==> src/rtl/key_action_pkg.sv <==
// Shared scan codes, action encoding and decode helpers for the key-to-action scheduler.
package key_action_pkg;

    localparam logic [7:0] SC_UP       = 8'h75;
    localparam logic [7:0] SC_DOWN     = 8'h72;
    localparam logic [7:0] SC_LEFT     = 8'h6B;
    localparam logic [7:0] SC_RIGHT    = 8'h74;
    localparam logic [7:0] SC_LSHIFT   = 8'h12;
    localparam logic [7:0] SC_Z        = 8'h1A;
    localparam logic [7:0] SC_X        = 8'h22;
    localparam logic [7:0] SC_ENTER    = 8'h5A;
    localparam logic [7:0] SC_C        = 8'h21;

    localparam int unsigned CHAN_N     = 32'd3;

    typedef enum logic [2:0] {
        ACT_START     = 3'd0,
        ACT_LEFT      = 3'd1,
        ACT_RIGHT     = 3'd2,
        ACT_SOFT_DROP = 3'd3,
        ACT_ROT_CW    = 3'd4,
        ACT_ROT_CCW   = 3'd5,
        ACT_HARD_DROP = 3'd6,
        ACT_HOLD      = 3'd7
    } action_e;

    typedef enum logic [1:0] {
        ST_IDLE   = 2'd0,
        ST_FIRST  = 2'd1,
        ST_DAS    = 2'd2,
        ST_REPEAT = 2'd3
    } chan_state_e;

    typedef struct packed {
        logic    valid;
        action_e act;
    } decode_t;

    function automatic decode_t code_to_action(input logic [7:0] code);
        decode_t d;
        d.valid = 1'b1;
        case (code)
            SC_LEFT:      d.act = ACT_LEFT;
            SC_RIGHT:     d.act = ACT_RIGHT;
            SC_DOWN:      d.act = ACT_SOFT_DROP;
            SC_X, SC_UP:  d.act = ACT_ROT_CW;
            SC_Z:         d.act = ACT_ROT_CCW;
            SC_LSHIFT:    d.act = ACT_HARD_DROP;
            SC_C:         d.act = ACT_HOLD;
            SC_ENTER:     d.act = ACT_START;
            default: begin
                d.valid = 1'b0;
                d.act   = ACT_START;
            end
        endcase
        return d;
    endfunction

    function automatic logic is_repeatable(input action_e act);
        return (act == ACT_LEFT) || (act == ACT_RIGHT) || (act == ACT_SOFT_DROP);
    endfunction

    function automatic logic [1:0] next_chan(input logic [1:0] chan);
        return (chan == 2'd2) ? 2'd0 : chan + 2'd1;
    endfunction

endpackage

==> src/rtl/key_repeat_channel.sv <==
// One held-key channel: synchroniser, scan-code capture, DAS/ARR repeat FSM and a
// single-entry pending action flag.
module key_repeat_channel
    import key_action_pkg::*;
#(
    parameter int unsigned DAS_CYC   = 32'd8000000,
    parameter int unsigned ARR_CYC   = 32'd2500000,
    parameter int unsigned SDROP_CYC = 32'd1250000,
    parameter int unsigned CNT_W     = 32'd24
) (
    input  logic       clk_i,
    input  logic       rst_ni,
    input  logic       key_on_i,
    input  logic [7:0] key_code_i,
    input  logic       enable_i,
    input  logic       grant_i,
    output logic       pending_o,
    output logic [2:0] action_o,
    output logic       repeat_o,
    output logic       on_sync_o
);

    localparam logic [CNT_W-1:0] DAS_LD   = CNT_W'(DAS_CYC);
    localparam logic [CNT_W-1:0] ARR_LD   = CNT_W'(ARR_CYC);
    localparam logic [CNT_W-1:0] SDROP_LD = CNT_W'(SDROP_CYC);
    localparam logic [CNT_W-1:0] CNT_ONE  = CNT_W'(32'd1);

    logic             on_s1_q, on_s2_q, on_prev_q;
    logic [7:0]       code_s1_q, code_s2_q;
    logic [1:0]       fill_q;
    logic [7:0]       code_q, code_d;
    logic             lock_q, lock_d;
    chan_state_e      state_q, state_d;
    logic [CNT_W-1:0] cnt_q, cnt_d;
    action_e          act_q, act_d;
    logic             pend_q, pend_d, rep_q, rep_d;
    logic             press_s, first_s, tick_s;
    logic [CNT_W-1:0] period_s;
    decode_t          dec_s;

    // Two-flop synchronisers and a record of how far the pipeline has filled since reset
    always_ff @(posedge clk_i or negedge rst_ni) begin
        if (!rst_ni) begin
            on_s1_q   <= 1'b0;
            on_s2_q   <= 1'b0;
            on_prev_q <= 1'b0;
            code_s1_q <= 8'h00;
            code_s2_q <= 8'h00;
            fill_q    <= 2'b00;
        end else begin
            on_s1_q   <= key_on_i;
            on_s2_q   <= on_s1_q;
            on_prev_q <= on_s2_q;
            code_s1_q <= key_code_i;
            code_s2_q <= code_s1_q;
            fill_q    <= {fill_q[0], 1'b1};
        end
    end

    // A key already held when reset releases stays locked out until it is seen released
    always_comb begin
        dec_s    = code_to_action(code_s2_q);
        press_s  = !lock_q && on_s2_q && (!on_prev_q || (code_s2_q != code_q));
        lock_d   = lock_q && !(fill_q[1] && !on_s2_q);
        code_d   = press_s ? code_s2_q : code_q;
        period_s = (act_q == ACT_SOFT_DROP) ? SDROP_LD : ARR_LD;
        state_d  = state_q;
        cnt_d    = cnt_q;
        act_d    = act_q;
        first_s  = 1'b0;
        tick_s   = 1'b0;
        if (!on_s2_q || lock_q) begin
            state_d = ST_IDLE;
        end else if (press_s) begin
            if (enable_i && dec_s.valid) begin
                state_d = ST_FIRST;
                act_d   = dec_s.act;
                first_s = 1'b1;
            end else begin
                state_d = ST_IDLE;
            end
        end else if (!enable_i) begin
            state_d = state_q;
        end else begin
            case (state_q)
                ST_IDLE: state_d = ST_IDLE;
                ST_FIRST: begin
                    if (act_q == ACT_SOFT_DROP) begin
                        cnt_d   = SDROP_LD;
                        state_d = ST_REPEAT;
                    end else if (is_repeatable(act_q)) begin
                        cnt_d   = DAS_LD;
                        state_d = ST_DAS;
                    end else begin
                        state_d = ST_FIRST;
                    end
                end
                ST_DAS: begin
                    if (cnt_q == CNT_ONE) begin
                        tick_s  = 1'b1;
                        cnt_d   = ARR_LD;
                        state_d = ST_REPEAT;
                    end else begin
                        cnt_d = cnt_q - CNT_ONE;
                    end
                end
                ST_REPEAT: begin
                    if (cnt_q == CNT_ONE) begin
                        tick_s = 1'b1;
                        cnt_d  = period_s;
                    end else begin
                        cnt_d = cnt_q - CNT_ONE;
                    end
                end
                default: state_d = ST_IDLE;
            endcase
        end
    end

    // Pending flag: a set beats a same-cycle grant; a tick is dropped only if the flag survives
    always_comb begin
        pend_d = pend_q;
        rep_d  = rep_q;
        if (first_s) begin
            pend_d = 1'b1;
            rep_d  = 1'b0;
        end else if (tick_s && (!pend_q || grant_i)) begin
            pend_d = 1'b1;
            rep_d  = 1'b1;
        end else if (grant_i || !enable_i) begin
            pend_d = 1'b0;
        end else begin
            pend_d = pend_q;
        end
    end

    // Channel state, repeat counter, captured code and pending action
    always_ff @(posedge clk_i or negedge rst_ni) begin
        if (!rst_ni) begin
            state_q <= ST_IDLE;
            cnt_q   <= {CNT_W{1'b0}};
            act_q   <= ACT_START;
            code_q  <= 8'h00;
            lock_q  <= 1'b1;
            pend_q  <= 1'b0;
            rep_q   <= 1'b0;
        end else begin
            state_q <= state_d;
            cnt_q   <= cnt_d;
            act_q   <= act_d;
            code_q  <= code_d;
            lock_q  <= lock_d;
            pend_q  <= pend_d;
            rep_q   <= rep_d;
        end
    end

    assign pending_o = pend_q;
    assign action_o  = act_q;
    assign repeat_o  = rep_q;
    assign on_sync_o = on_s2_q;

endmodule

==> src/rtl/key_action_scheduler.sv <==
// Three held-key channels merged into one valid/ready action stream by a
// round-robin arbiter feeding a single output register.
module key_action_scheduler
    import key_action_pkg::*;
#(
    parameter int unsigned DAS_CYC   = 32'd8000000,
    parameter int unsigned ARR_CYC   = 32'd2500000,
    parameter int unsigned SDROP_CYC = 32'd1250000,
    parameter int unsigned CNT_W     = 32'd24
) (
    input  logic       clk,
    input  logic       rst,
    input  logic       key1_on,
    input  logic       key2_on,
    input  logic       key3_on,
    input  logic [7:0] key1_code,
    input  logic [7:0] key2_code,
    input  logic [7:0] key3_code,
    input  logic       game_enable,
    input  logic       act_ready,
    output logic       act_valid,
    output logic [2:0] act_code,
    output logic       act_repeat,
    output logic [2:0] chan_active
);

    logic [2:0] key_on_s;
    logic [7:0] key_code_s [CHAN_N];
    logic [2:0] pend_s, rep_s, grant_s, on_s;
    logic [2:0] chan_act_s [CHAN_N];
    logic       valid_q, valid_d, rep_q, rep_d;
    logic [2:0] code_q, code_d;
    logic [1:0] ptr_q, ptr_d, cand_s, win_s;
    logic       found_s, load_s;

    assign key_on_s      = {key3_on, key2_on, key1_on};
    assign key_code_s[0] = key1_code;
    assign key_code_s[1] = key2_code;
    assign key_code_s[2] = key3_code;

    for (genvar g = 0; g < CHAN_N; g++) begin : g_chan
        key_repeat_channel #(
            .DAS_CYC   (DAS_CYC),
            .ARR_CYC   (ARR_CYC),
            .SDROP_CYC (SDROP_CYC),
            .CNT_W     (CNT_W)
        ) u_chan (
            .clk_i      (clk),
            .rst_ni     (rst),
            .key_on_i   (key_on_s[g]),
            .key_code_i (key_code_s[g]),
            .enable_i   (game_enable),
            .grant_i    (grant_s[g]),
            .pending_o  (pend_s[g]),
            .action_o   (chan_act_s[g]),
            .repeat_o   (rep_s[g]),
            .on_sync_o  (on_s[g])
        );
    end

    // Round-robin pick from the pointer; output register refills when empty or just accepted
    always_comb begin
        load_s  = !valid_q || act_ready;
        found_s = 1'b0;
        win_s   = 2'd0;
        cand_s  = ptr_q;
        grant_s = 3'b000;
        valid_d = valid_q;
        code_d  = code_q;
        rep_d   = rep_q;
        ptr_d   = ptr_q;
        for (int k = 0; k < CHAN_N; k++) begin
            if (!found_s && pend_s[cand_s] && game_enable) begin
                found_s = 1'b1;
                win_s   = cand_s;
            end else begin
                found_s = found_s;
            end
            cand_s = next_chan(cand_s);
        end
        if (load_s) begin
            if (found_s) begin
                valid_d        = 1'b1;
                code_d         = chan_act_s[win_s];
                rep_d          = rep_s[win_s];
                grant_s[win_s] = 1'b1;
                ptr_d          = next_chan(win_s);
            end else begin
                valid_d = 1'b0;
            end
        end else begin
            valid_d = valid_q;
        end
    end

    // Output register and round-robin pointer
    always_ff @(posedge clk or negedge rst) begin
        if (!rst) begin
            valid_q <= 1'b0;
            code_q  <= 3'd0;
            rep_q   <= 1'b0;
            ptr_q   <= 2'd0;
        end else begin
            valid_q <= valid_d;
            code_q  <= code_d;
            rep_q   <= rep_d;
            ptr_q   <= ptr_d;
        end
    end

    assign act_valid   = valid_q;
    assign act_code    = code_q;
    assign act_repeat  = rep_q;
    assign chan_active = on_s;

endmodule

==> config.mk <==
export PLATFORM = sky130hd
export DESIGN_NAME = key_action_scheduler
export DESIGN_NICKNAME = d
export VERILOG_FILES = /design/src/rtl/key_action_pkg.sv /design/src/rtl/key_repeat_channel.sv /design/src/rtl/key_action_scheduler.sv
export SDC_FILE = /design/constraint.sdc
export NUM_CORES = 1
export LEC_CHECK = 0
export BUFFER_PORTS_ARGS = -buffer_cell sky130_fd_sc_hd__clkbuf_2
export CORE_MARGIN = 3
export CORE_UTILIZATION = 30
export DETAILED_ROUTE_END_ITERATION = 16
export MAX_ROUTING_LAYER = met4
export SETUP_SLACK_MARGIN = 0.2
export SKIP_CTS_REPAIR_TIMING = 1
export SYNTH_ARGS = -nofsm -noshare
export SYNTH_HDL_FRONTEND = slang
export SYNTH_SLANG_ARGS = --single-unit
==> constraint.sdc <==
create_clock -name clk -period 2.7 [get_ports clk]
set_clock_uncertainty 0.15 [all_clocks]
set_input_delay 0.54 -clock clk [delete_from_list [all_inputs] [get_ports clk]]
set_output_delay 0.54 -clock clk [all_outputs]
set_load 0.02 [all_outputs]
==> results by group, run 1 <==
Synth
  • Ys flop type: dfrtp_1
  • Synth unique cells: 99
  • Synth Area per Inst: 9.78 sq um
  • Register area share after synthesis: 47.3%
  • Mapped Area: 9850 sq um
  • Ys Warns: 0
  • EDFF count, synth: 0
  • #FFs+latches synth: 186
  • Ys async rst share: 100%
  • Syn_nets: 1056
  • Synth Instances: 1007

Clocking
  • H-tree Lvls: 4
  • CTS Root Cell: clkbuf_16
  • CTS tree: built
  • CTS max path bufs: 2
  • Clk Latency, worst-skew pair: 0.45 ns
  • Cts bufs inserted: 17
  • Clock slew at reported path FFs: 0.08 ns
  • CTS sink cnt: 186

Floorplanning
  • Core ar.: 32000 sq um
  • I/O pins: 39
  • Die extent in x: 187 um
  • Die Height: 187 um
  • Starting Density: 30.8%
  • Num rows: 65
  • Die ar.: 35000 sq um

Status
  • Status: completed

Drt
  • DRT antenna net count: 0
  • DRT Pass-1 Iters: 5
  • DRT Wirelength: 22600 um
  • Vias per std cell: 5.17
  • Drt wl/cell: 14.9 um
  • Initial drt markers: 469
  • Vias: 7870
  • Number of remaining DRC errors: 0

Place
  • HPWL after DPL: 16200 um
  • Placer congestion estimate: 0.880
  • DP Area: 10700 sq um
  • Port Buf Inserts: 38

Finish
  • Layout cells sized above 1: 19.5%
  • Design area: 11600 sq um
  • Layout Nets: 1122
  • Multi-input combinational cell area: 4960 sq um
  • # diodes: 0
  • Fillcell total: 3200
  • Area Overhead vs Synth: 17.5%
  • FF+latch area: 4660 sq um

Timing
  • Final TNS setup: 0 ns
  • Fin crit share: 91.1%
  • Actual slew at the worst max-slew pin: 0.733 ns
  • Final hold vios: 0
  • Fin crit period: 2.46 ns
  • Fmax: 406 MHz
  • Rel. slew slack: 50.7%
  • Pins Over Slew Limit: 0
  • Unrepaired setup endpoints after global routing: true
  • Final setup violation count: 0

Power and ir drop
  • Pint: 4.34 mW
  • Clk network pwr share: 42.0%
  • NetSw: 1.61 mW
  • Switching portion of total power: 27.1%
  • Sequential power share: 51.2%
  • Power Dens Cells: 515 nW/um^2
  • Combinational power share: 6.8%
  • VDD IR-drop max: 0.425 mV
  • Leak: 5.08 nW

Setup path
  • CP max stage delay: 0.57 ns
  • Critical-path cell list: or4_4 > and4b_4 > a21boi_4 > nor3_2 > or3_4 > mux2_1
  • Worst Path Max Fanout: 7
  • Worst setup path start: g_chan[0].u_chan.cnt_q[15]
  • Worst Setup Start Kind: register
  • Critical Path RT: 2.88 ns
  • R2R Path Start: g_chan[0].u_chan.cnt_q[15]
  • CP max stage cell: or4_4
  • Setup CP Type: reg2reg
  • CP Data Arrival Time: 2.64 ns
  • Crit end category: register

Global route
  • GRT Total Usage: 13.4%
  • Grt ovf: 0
  • Largest net degree at the start of global routing: 53
  • Global-route wire length before repair: 38300 um
  • Initial antenna violation count: 0
  • Vias in the first global route: 7534

Job
  • Max-cap violations: 0

Worst hold path
  • HP Class: in2reg
  • Hold Path Origin: key1_code[6]
layer usage:
metal  vias up  part of all wire, %  routed length (um)  global-route usage (%)
met5         -                    0                   0                       -
met4         0                  2.0                 450                    4.45
met3        38                  3.4                 767                    2.60
met2       133                   46               10400                    20.1
met1      3859                   48               11000                    18.2
li1       3840                    -                   -                       -
flip-flops by register name, summed over array words and instances, names as in the netlist, 2 cells and up:
signal                   flops
g_chan.u_chan.code_s2_q     24
ptr_q                        2
g_chan.u_chan.action_o       9
g_chan.u_chan.code_s1_q     24
g_chan.u_chan.on_sync_o      3
g_chan.u_chan.lock_q         3
g_chan.u_chan.repeat_o       3
g_chan.u_chan.code_q        24
g_chan.u_chan.on_s1_q        3
g_chan.u_chan.cnt_q         72
g_chan.u_chan.pending_o      3
act_code                     3
g_chan.u_chan.fill_q         2
g_chan.u_chan.state_q        6
g_chan.u_chan.on_prev_q      3
worst max-delay path: cells and delay by family (launching register included):
| family | cells | cell delay (ns) |
|---|---|---|
| and+or+nand+nor | 4 | 1.38 |
| AOI/OAI and AO/OA | 1 | 0.10 |
| DFF | 1 | 0.41 |
| muxes | 1 | 0.31 |
synthesized netlist by cell type, drive strengths merged (7+ instances only):
cell type,count,area share [%]
mux2,22,2.5
nor4bb,8,0.81
o41ai,7,0.62
nand4,17,1.1
nand3,24,1.3
buf,32,1.9
a21oi,68,3.6
nor4,21,1.9
xnor2,9,0.80
o21ai,97,5.0
or4,7,0.65
nor3,39,2.4
a21boi,8,0.65
inv,29,1.1
dfrtp,183,46
or3,9,0.57
nand3b,7,0.53
a31oi,25,1.6
nor2,78,3.0
xor2,24,2.1
a21o,14,1.1
and2,7,0.44
ha,18,2.3
and3,7,0.47
a22o,9,0.81
nand2,83,3.3
clkbuf,20,0.76
nand2b,15,0.95
kinds of logic (layout without fill, tap and decap cells):
logic type	count (synthesis)	count (layout)	share of synthesized area, %
other	1	1	0.0381
muxes	27	27	3.02
DFF	186	186	47.3
AOI/OAI and AO/OA	299	299	20.0
xor gates and xnor gates	33	33	2.93
adders and majority gates	18	18	2.29
and+or+nand+nor	362	362	20.7
buffers and inverters	81	160	3.77
final cells by class:
type / instances / share of cell area (%)
Clock inverter: 15 / 1.47
Multi-Input combinational cell: 740 / 42.8
Sequential cell: 186 / 40.3
Clock buffer: 17 / 3.68
Tap cell: 435 / 4.70
Timing Repair Buffer: 99 / 6.06
Inverter: 29 / 0.941
layout by cell type, fill, tap and decap left out, drive strengths merged, types with 14 or more instances in the layout:
cell / n
dfrtp: 183
o21ai: 97
nand2: 83
nor2: 78
a21oi: 68
buf: 60
clkbuf: 55
nor3: 39
inv: 37
a31oi: 25
xor2: 24
nand3: 24
mux2: 22
nor4: 21
ha: 18
nand4: 17
nand2b: 15
a21o: 14
metrics by stage:
stage,total power [mW],hold WS [ns],utilization (%),std cells,setup slack (ns)
after floorplan,3.31,0.0944,-,1007,0.420
after global placement,3.50,0.182,33.5,1475,0.194
after detailed placement,3.51,0.185,33.5,1475,0.164
after CTS,6.04,-0.131,35.4,1507,0.144
after global routing,6.22,0.0190,36.2,1521,0.146
final,5.95,0.0429,36.2,1521,0.239
power groups by stage:
stage	logic, mW	registers, mW	clock network (mW)
2_1_floorplan	0.252	3.06	0
3_3_place_gp	0.398	3.10	0
3_5_place_dp	0.406	3.11	0
4_1_cts	0.407	3.05	2.58
5_1_grt	0.458	3.07	2.68
6_report	0.405	3.05	2.50
worst paths after layout:
path                                                 end  slack [ns]  depth (start not counted)
hold / removal             g_chan[0].u_chan.code_s1_q[6]        0.04                          1
setup reg to reg             g_chan[0].u_chan.state_q[1]        0.24                          6
min in group asynchronous      g_chan[0].u_chan.cnt_q[6]        0.43                          2
hold reg to reg            g_chan[2].u_chan.code_s2_q[7]        0.20                          0
max in group asynchronous     g_chan[2].u_chan.cnt_q[23]        1.32                          3
setup / recovery             g_chan[0].u_chan.state_q[1]        0.24                          6
Power figures use the tool's default switching activity.
==> run 2, diff against run 1 <==
--- a/config.mk
+++ b/config.mk
@@ -6,6 +6,8 @@
 export NUM_CORES = 1
 export LEC_CHECK = 0
 export BUFFER_PORTS_ARGS = -buffer_cell sky130_fd_sc_hd__clkbuf_2
+export CAP_MARGIN = 20
+export CORE_ASPECT_RATIO = 1.2
 export CORE_MARGIN = 3
 export CORE_UTILIZATION = 30
 export DETAILED_ROUTE_END_ITERATION = 16
==> run 2 against run 1 <==
Combinational power is 1% lower. Count of clock-buffer cells in the layout did not move. Die area hardly changed. Sequential power barely moved. Worst hold slack better by 0.010 ns. Utilization is 0.99 points lower. Critical path type unchanged. Largest cell class unchanged.
==> results by group, run 2 (same netlist as run 1, synthesis figures left out) <==
Floorplanning
  • Num rows: 72
  • Die extent in x: 171 um
  • Die Height: 204 um
  • Starting Density: 30.5%
  • Core ar.: 32300 sq um
  • I/O pins: 39
  • Die ar.: 35100 sq um

Clocking
  • CTS Root Cell: clkbuf_16
  • CTS max path bufs: 2
  • Cts bufs inserted: 17
  • H-tree Lvls: 4
  • CTS tree: built
  • Clk Latency, worst-skew pair: 0.44 ns
  • Clock slew at reported path FFs: 0.07 ns
  • CTS sink cnt: 186

Global route
  • Initial antenna violation count: 0
  • Met3 usage: 2.16%
  • Vias in the first global route: 7687
  • Peak-usage layer in the global routing report: met2
  • Met2 Use GR: 22.6%
  • Largest net degree at the start of global routing: 65
  • Global-route wire length before repair: 37800 um
  • Met1 Track Usage GR: 16.7%
  • Grt ovf: 0
  • GRT Total Usage: 13.6%

Place
  • Placer congestion estimate: 0.894
  • DP Area: 10700 sq um
  • HPWL after DPL: 16200 um
  • Port Buf Inserts: 38

Setup path
  • Critical Path RT: 2.87 ns
  • CP Data Arrival Time: 2.63 ns
  • Setup CP Type: reg2reg
  • Crit end category: register
  • Worst Path Max Fanout: 10
  • Worst Setup Start Kind: register

Timing
  • Fmax: 406 MHz
  • WHS: 0.0530 ns
  • Unrepaired setup endpoints after global routing: true
  • Actual slew at the worst max-slew pin: 0.638 ns
  • Rel. slew slack: 57.1%
  • Pins Over Slew Limit: 0
  • Final TNS setup: 0 ns
  • Fin crit period: 2.46 ns
  • Final setup violation count: 0
  • Final hold vios: 0
  • Fin crit share: 91.2%

Finish
  • Most common library cell in the layout ignoring fill and taps: dfrtp_1
  • Layout cells sized above 1: 18.6%
  • # diodes: 0
  • Max reg flops: 72
  • Fillcell total: 3218
  • Reg with most FFs: g_chan.u_chan.cnt_q
  • Design area: 11400 sq um
  • Commonest cells after routing, fill and taps aside: 183 x dfrtp_1, 81 x nand2_1, 76 x nor2_1
  • Area Overhead vs Synth: 15.6%
  • Layout Nets: 1117

Worst hold path
  • HP Class: in2reg

Drt
  • Vias: 7850
  • DRT Wirelength: 22600 um
  • Drt wl/cell: 15.2 um
  • Number of remaining DRC errors: 0
  • Vias per std cell: 5.28
  • DRT antenna net count: 0
  • Initial drt markers: 417
  • DRT Pass-1 Iters: 7

Power and ir drop
  • Power Dens Cells: 518 nW/um^2
  • Leak: 5.02 nW
  • VDD IR-drop max: 0.399 mV

Status
  • Status: completed

Job
  • Max-cap violations: 0
run 2: cell count changes in the layout (fill, tap and decap cells not counted), sizes merged:
| cell | delta |
|---|---|
| buf | -5 |
| clkinvlp | +2 |
| clkinv | -1 |
| inv | -1 |
run 2: area by class of cell:
cell class                 count  area (sq um)  area share, %
sequential                   186          4660           40.9
timing repair buffer          94           647           5.68
clock inverter                15           156           1.37
tap                          407           509           4.47
inverter                      29           109          0.956
clock buffer                  17           425           3.74
multi-input combinational    740          4880           42.9
run 2: worst paths after layout:
check / cells past startpoint / endpoint / slack [ns] / from
worst min register to register: 0 / g_chan[1].u_chan.code_s2_q[4] / 0.20 / g_chan[1].u_chan.code_s1_q[4]
worst max-delay path: 6 / g_chan[0].u_chan.cnt_q[9] / 0.24 / g_chan[0].u_chan.cnt_q[16]
worst max register to register: 6 / g_chan[0].u_chan.cnt_q[9] / 0.24 / g_chan[0].u_chan.cnt_q[16]
max in group asynchronous: 3 / g_chan[0].u_chan.lock_q / 1.16 / rst
worst min-delay path: 1 / g_chan[1].u_chan.on_s1_q / 0.05 / key2_on
min in group asynchronous: 2 / g_chan[0].u_chan.code_q[2] / 0.51 / rst
run 2: worst max-delay path, stage by stage (launching register included):
cell and delay, ns:
dfrtp_1 0.41, or4_4 0.57, and4b_2 0.40, nand2_4 0.13, o22ai_4 0.33, o21ai_1 0.10, a22o_1 0.25
run 2: stage by stage:
stage | cells | setup slack (ns) | util [%] | total power, mW
final | 1488 | 0.239 | 35.2 | 5.90
after global routing | 1488 | 0.149 | 35.2 | 6.18
after CTS | 1479 | 0.194 | 34.8 | 5.99
after detailed placement | 1447 | 0.212 | 33.0 | 3.51
after global placement | 1447 | 0.229 | 33.0 | 3.50
after floorplan | 1007 | 0.420 | - | 3.31
run 2: power by group:
| group | internal [mW] | leakage, nW | switching [mW] |
|---|---|---|---|
| clock network | 1.24 | 0.279 | 1.21 |
| logic | 0.176 | 2.37 | 0.223 |
| registers | 2.91 | 2.37 | 0.133 |
| total | 4.33 | 5.02 | 1.57 |
run 2: metal layers:
layer  vias up  part of all wire [%]  wire (um)
met2       135                    50      11200
li1       3828                     -          -
met1      3842                    45      10200
met4         0                   2.4        532
met3        45                   2.9        653
met5         -                     0          0
==> run 3, diff against run 2 <==
--- a/config.mk
+++ b/config.mk
@@ -5,6 +5,7 @@
 export SDC_FILE = /design/constraint.sdc
 export NUM_CORES = 1
 export LEC_CHECK = 0
+export ABC_AREA = 1
 export BUFFER_PORTS_ARGS = -buffer_cell sky130_fd_sc_hd__clkbuf_2
 export CAP_MARGIN = 20
 export CORE_ASPECT_RATIO = 1.2
==> run 3 against run 2 <==
Via count up 19%. Highest routed layer unchanged. Combinational power up 130%. Critical path depth up 5. Count of clock-buffer cells in the layout up 2. Worst hold slack about the same. Synthesized cell count up 41%. Routed wire length up 16%. Utilization down 0.83 points. First-iteration DRC count up 53%. Largest power group unchanged.
==> results by group, run 3 <==
Status
  • Status: completed

Floorplanning
  • Die Height: 213 um
  • Starting Density: 30.5%
  • Num rows: 75
  • Die ar.: 38000 sq um
  • Die extent in x: 178 um
  • I/O pins: 39
  • Core ar.: 35100 sq um

Power and ir drop
  • Combinational power share: 13.8%
  • Clk network pwr share: 39.4%
  • Pint: 4.75 mW
  • Power Dens Cells: 554 nW/um^2
  • Leak: 5.69 nW
  • VDD IR-drop max: 0.328 mV
  • NetSw: 1.93 mW
  • Switching portion of total power: 28.9%
  • Sequential power share: 46.8%

Timing
  • Actual slew at the worst max-slew pin: 0.628 ns
  • Fin crit period: 2.23 ns
  • Rel. slew slack: 57.8%
  • Unrepaired setup endpoints after global routing: false
  • Final hold vios: 0
  • Fin crit share: 82.6%
  • Fmax: 449 MHz
  • Final TNS setup: 0 ns
  • Pins Over Slew Limit: 0
  • Final setup violation count: 0

Finish
  • # diodes: 0
  • Max reg flops: 72
  • Multi-input combinational cell area: 5200 sq um
  • Commonest cells after routing, fill and taps aside: 345 x nand2_1, 195 x nor2_1, 183 x dfrtp_1
  • Most common library cell in the layout ignoring fill and taps: nand2_1
  • Layout Nets: 1516
  • Layout cells sized above 1: 10.9%
  • FF+latch area: 4660 sq um
  • Reg with most FFs: g_chan.u_chan.cnt_q
  • Design area: 12100 sq um
  • Area Overhead vs Synth: 12.7%
  • Fillcell total: 3728

Synth
  • #FFs+latches synth: 186
  • Synth Area per Inst: 7.56 sq um
  • Simple-Gate Fraction of Synth Area: 32.8%
  • Mux contribution to synthesized area: 0%
  • Adder-cell share of the synthesized area: 2.10%
  • Share of the synthesized area in the top cell type: 42.8%
  • Syn_nets: 1464
  • Synth unique cells: 59
  • EDFF count, synth: 0
  • Ys Warns: 0
  • Synth Instances: 1415
  • Synth top cells by count: 345 x nand2_1, 195 x nor2_1, 183 x dfrtp_1
  • Post-synthesis compound-gate area fraction: 10.8%
  • Mapped Area: 10700 sq um
  • Ys async rst share: 100%
  • Ys flop type: dfrtp_1
  • Post-synth top area cell: dfrtp_1
  • Most frequent cell after synthesis: nand2_1
  • Post-Synth XOR/XNOR Area: 2.86%
  • Register area share after synthesis: 43.5%
  • Largest family of logic cells by synthesized area: simple AND/OR/NAND/NOR gates
  • Synth top area cells: dfrtp_1 43%, nand2_1 12%, nor2_1 6.8%, inv_1 5.5%, nand3_1 4.4%

Place
  • Port Buf Inserts: 38
  • DP Area: 11400 sq um
  • Placer congestion estimate: 0.933
  • HPWL after DPL: 19900 um

Global route
  • GRT Total Usage: 14.8%
  • Global-route wire length before repair: 44400 um
  • Largest net degree at the start of global routing: 64
  • Initial antenna violation count: 0
  • Grt ovf: 0
  • Vias in the first global route: 9131

Setup path
  • Worst Setup Start Kind: register
  • R2R Path Start: g_chan[0].u_chan.code_s2_q[4]
  • Worst Path Max Fanout: 21
  • Crit end category: register
  • CP Data Arrival Time: 2.46 ns
  • Setup CP Type: reg2reg
  • Critical Path RT: 2.93 ns
  • Worst setup path start: g_chan[0].u_chan.code_s2_q[4]

Worst hold path
  • Hold Path Origin: key2_code[0]
  • HP Class: in2reg

Clocking
  • H-tree Lvls: 4
  • CTS max path bufs: 2
  • CTS tree: built
  • Clk Latency, worst-skew pair: 0.44 ns
  • Clock slew at reported path FFs: 0.07 ns
  • Cts bufs inserted: 17
  • CTS Root Cell: clkbuf_16
  • CTS sink cnt: 186

Drt
  • Vias per std cell: 4.82
  • DRT Wirelength: 26300 um
  • Drt wl/cell: 13.5 um
  • DRT Pass-1 Iters: 5
  • DRT antenna net count: 0
  • Initial drt markers: 637
  • Number of remaining DRC errors: 0
  • Vias: 9355

Job
  • Max-cap violations: 0
## run 3: changes by cell type after synthesis, moves of 14 or more
cell and change:
nand3_1 +72, o21ai_0 +29, nand4_1 +28, nand2_1 +264, inv_1 +127, a31oi_1 -21, a21oi_1 -26, clkbuf_1 -18
buf_2 -19, mux2_2 -19, nand2b_1 -15, inv_2 +14, nor2_1 +118
## run 3: cell families after synthesis
family          Yosys count
simple gates            774
compound gates          205
buf+inv                 196
flops                   186
xor+xnor                 35
fa+ha+maj                18
other cells               1
## run 3: critical path, stage by stage, from the launching register on
cell	delay, ns
dfrtp_1	0.43
inv_1	0.13
o21ai_0	0.11
nor3_1	0.14
nand2_1	0.11
nor2_4	0.12
nand2_2	0.10
nand2_4	0.24
nand3_2	0.13
nor2_4	0.31
nand2_1	0.14
nand2_1	0.07
## run 3: cell type report
class,instances,share of cell area [%]
sequential,186,38.6
inverter,174,5.44
timing repair buffer,55,2.94
multi-input combinational,1033,43.1
tap,462,4.79
clock inverter,13,1.48
clock buffer,19,3.59
## run 3: stage by stage
| stage | cells | utilization (%) | hold slack, ns | setup WS (ns) | power, mW |
|---|---|---|---|---|---|
| after CTS | 1941 | 34.3 | -0.126 | 0.455 | 6.75 |
| after global placement | 1909 | 32.6 | 0.182 | 0.475 | 4.09 |
| after floorplan | 1415 | - | 0.0944 | 0.785 | 3.80 |
| final | 1942 | 34.4 | 0.0533 | 0.471 | 6.68 |
| after global routing | 1942 | 34.4 | 0.0330 | 0.242 | 7.02 |
| after detailed placement | 1909 | 32.6 | 0.185 | 0.464 | 4.11 |
## run 3: per-layer routing
layer	GRT usage, %	up-vias	wire length (um)
met5	-	-	0
met4	4.84	0	428
met3	1.89	32	887
met2	25.5	206	13500
met1	17.9	4413	11500
li1	-	4704	-
## run 3: path summary, 6_finish.rpt
check                                           endpoint  slack, ns  cells past startpoint
max in group asynchronous  g_chan[1].u_chan.code_s1_q[1]       1.21                      3
min in group asynchronous     g_chan[2].u_chan.code_q[5]       0.45                      2
setup reg to reg               g_chan[0].u_chan.cnt_q[9]       0.47                     11
setup / recovery               g_chan[0].u_chan.cnt_q[9]       0.47                     11
hold / removal             g_chan[1].u_chan.code_s1_q[0]       0.05                      1
hold reg to reg            g_chan[0].u_chan.code_s2_q[6]       0.20                      0
## run 3: power groups by stage
stage	Sequential (mW)	Combinational [mW]	Clock, mW
2_1_floorplan	3.16	0.634	0
3_3_place_gp	3.18	0.917	0
3_5_place_dp	3.18	0.930	0
4_1_cts	3.13	0.932	2.69
5_1_grt	3.15	1.05	2.82
6_report	3.13	0.919	2.63
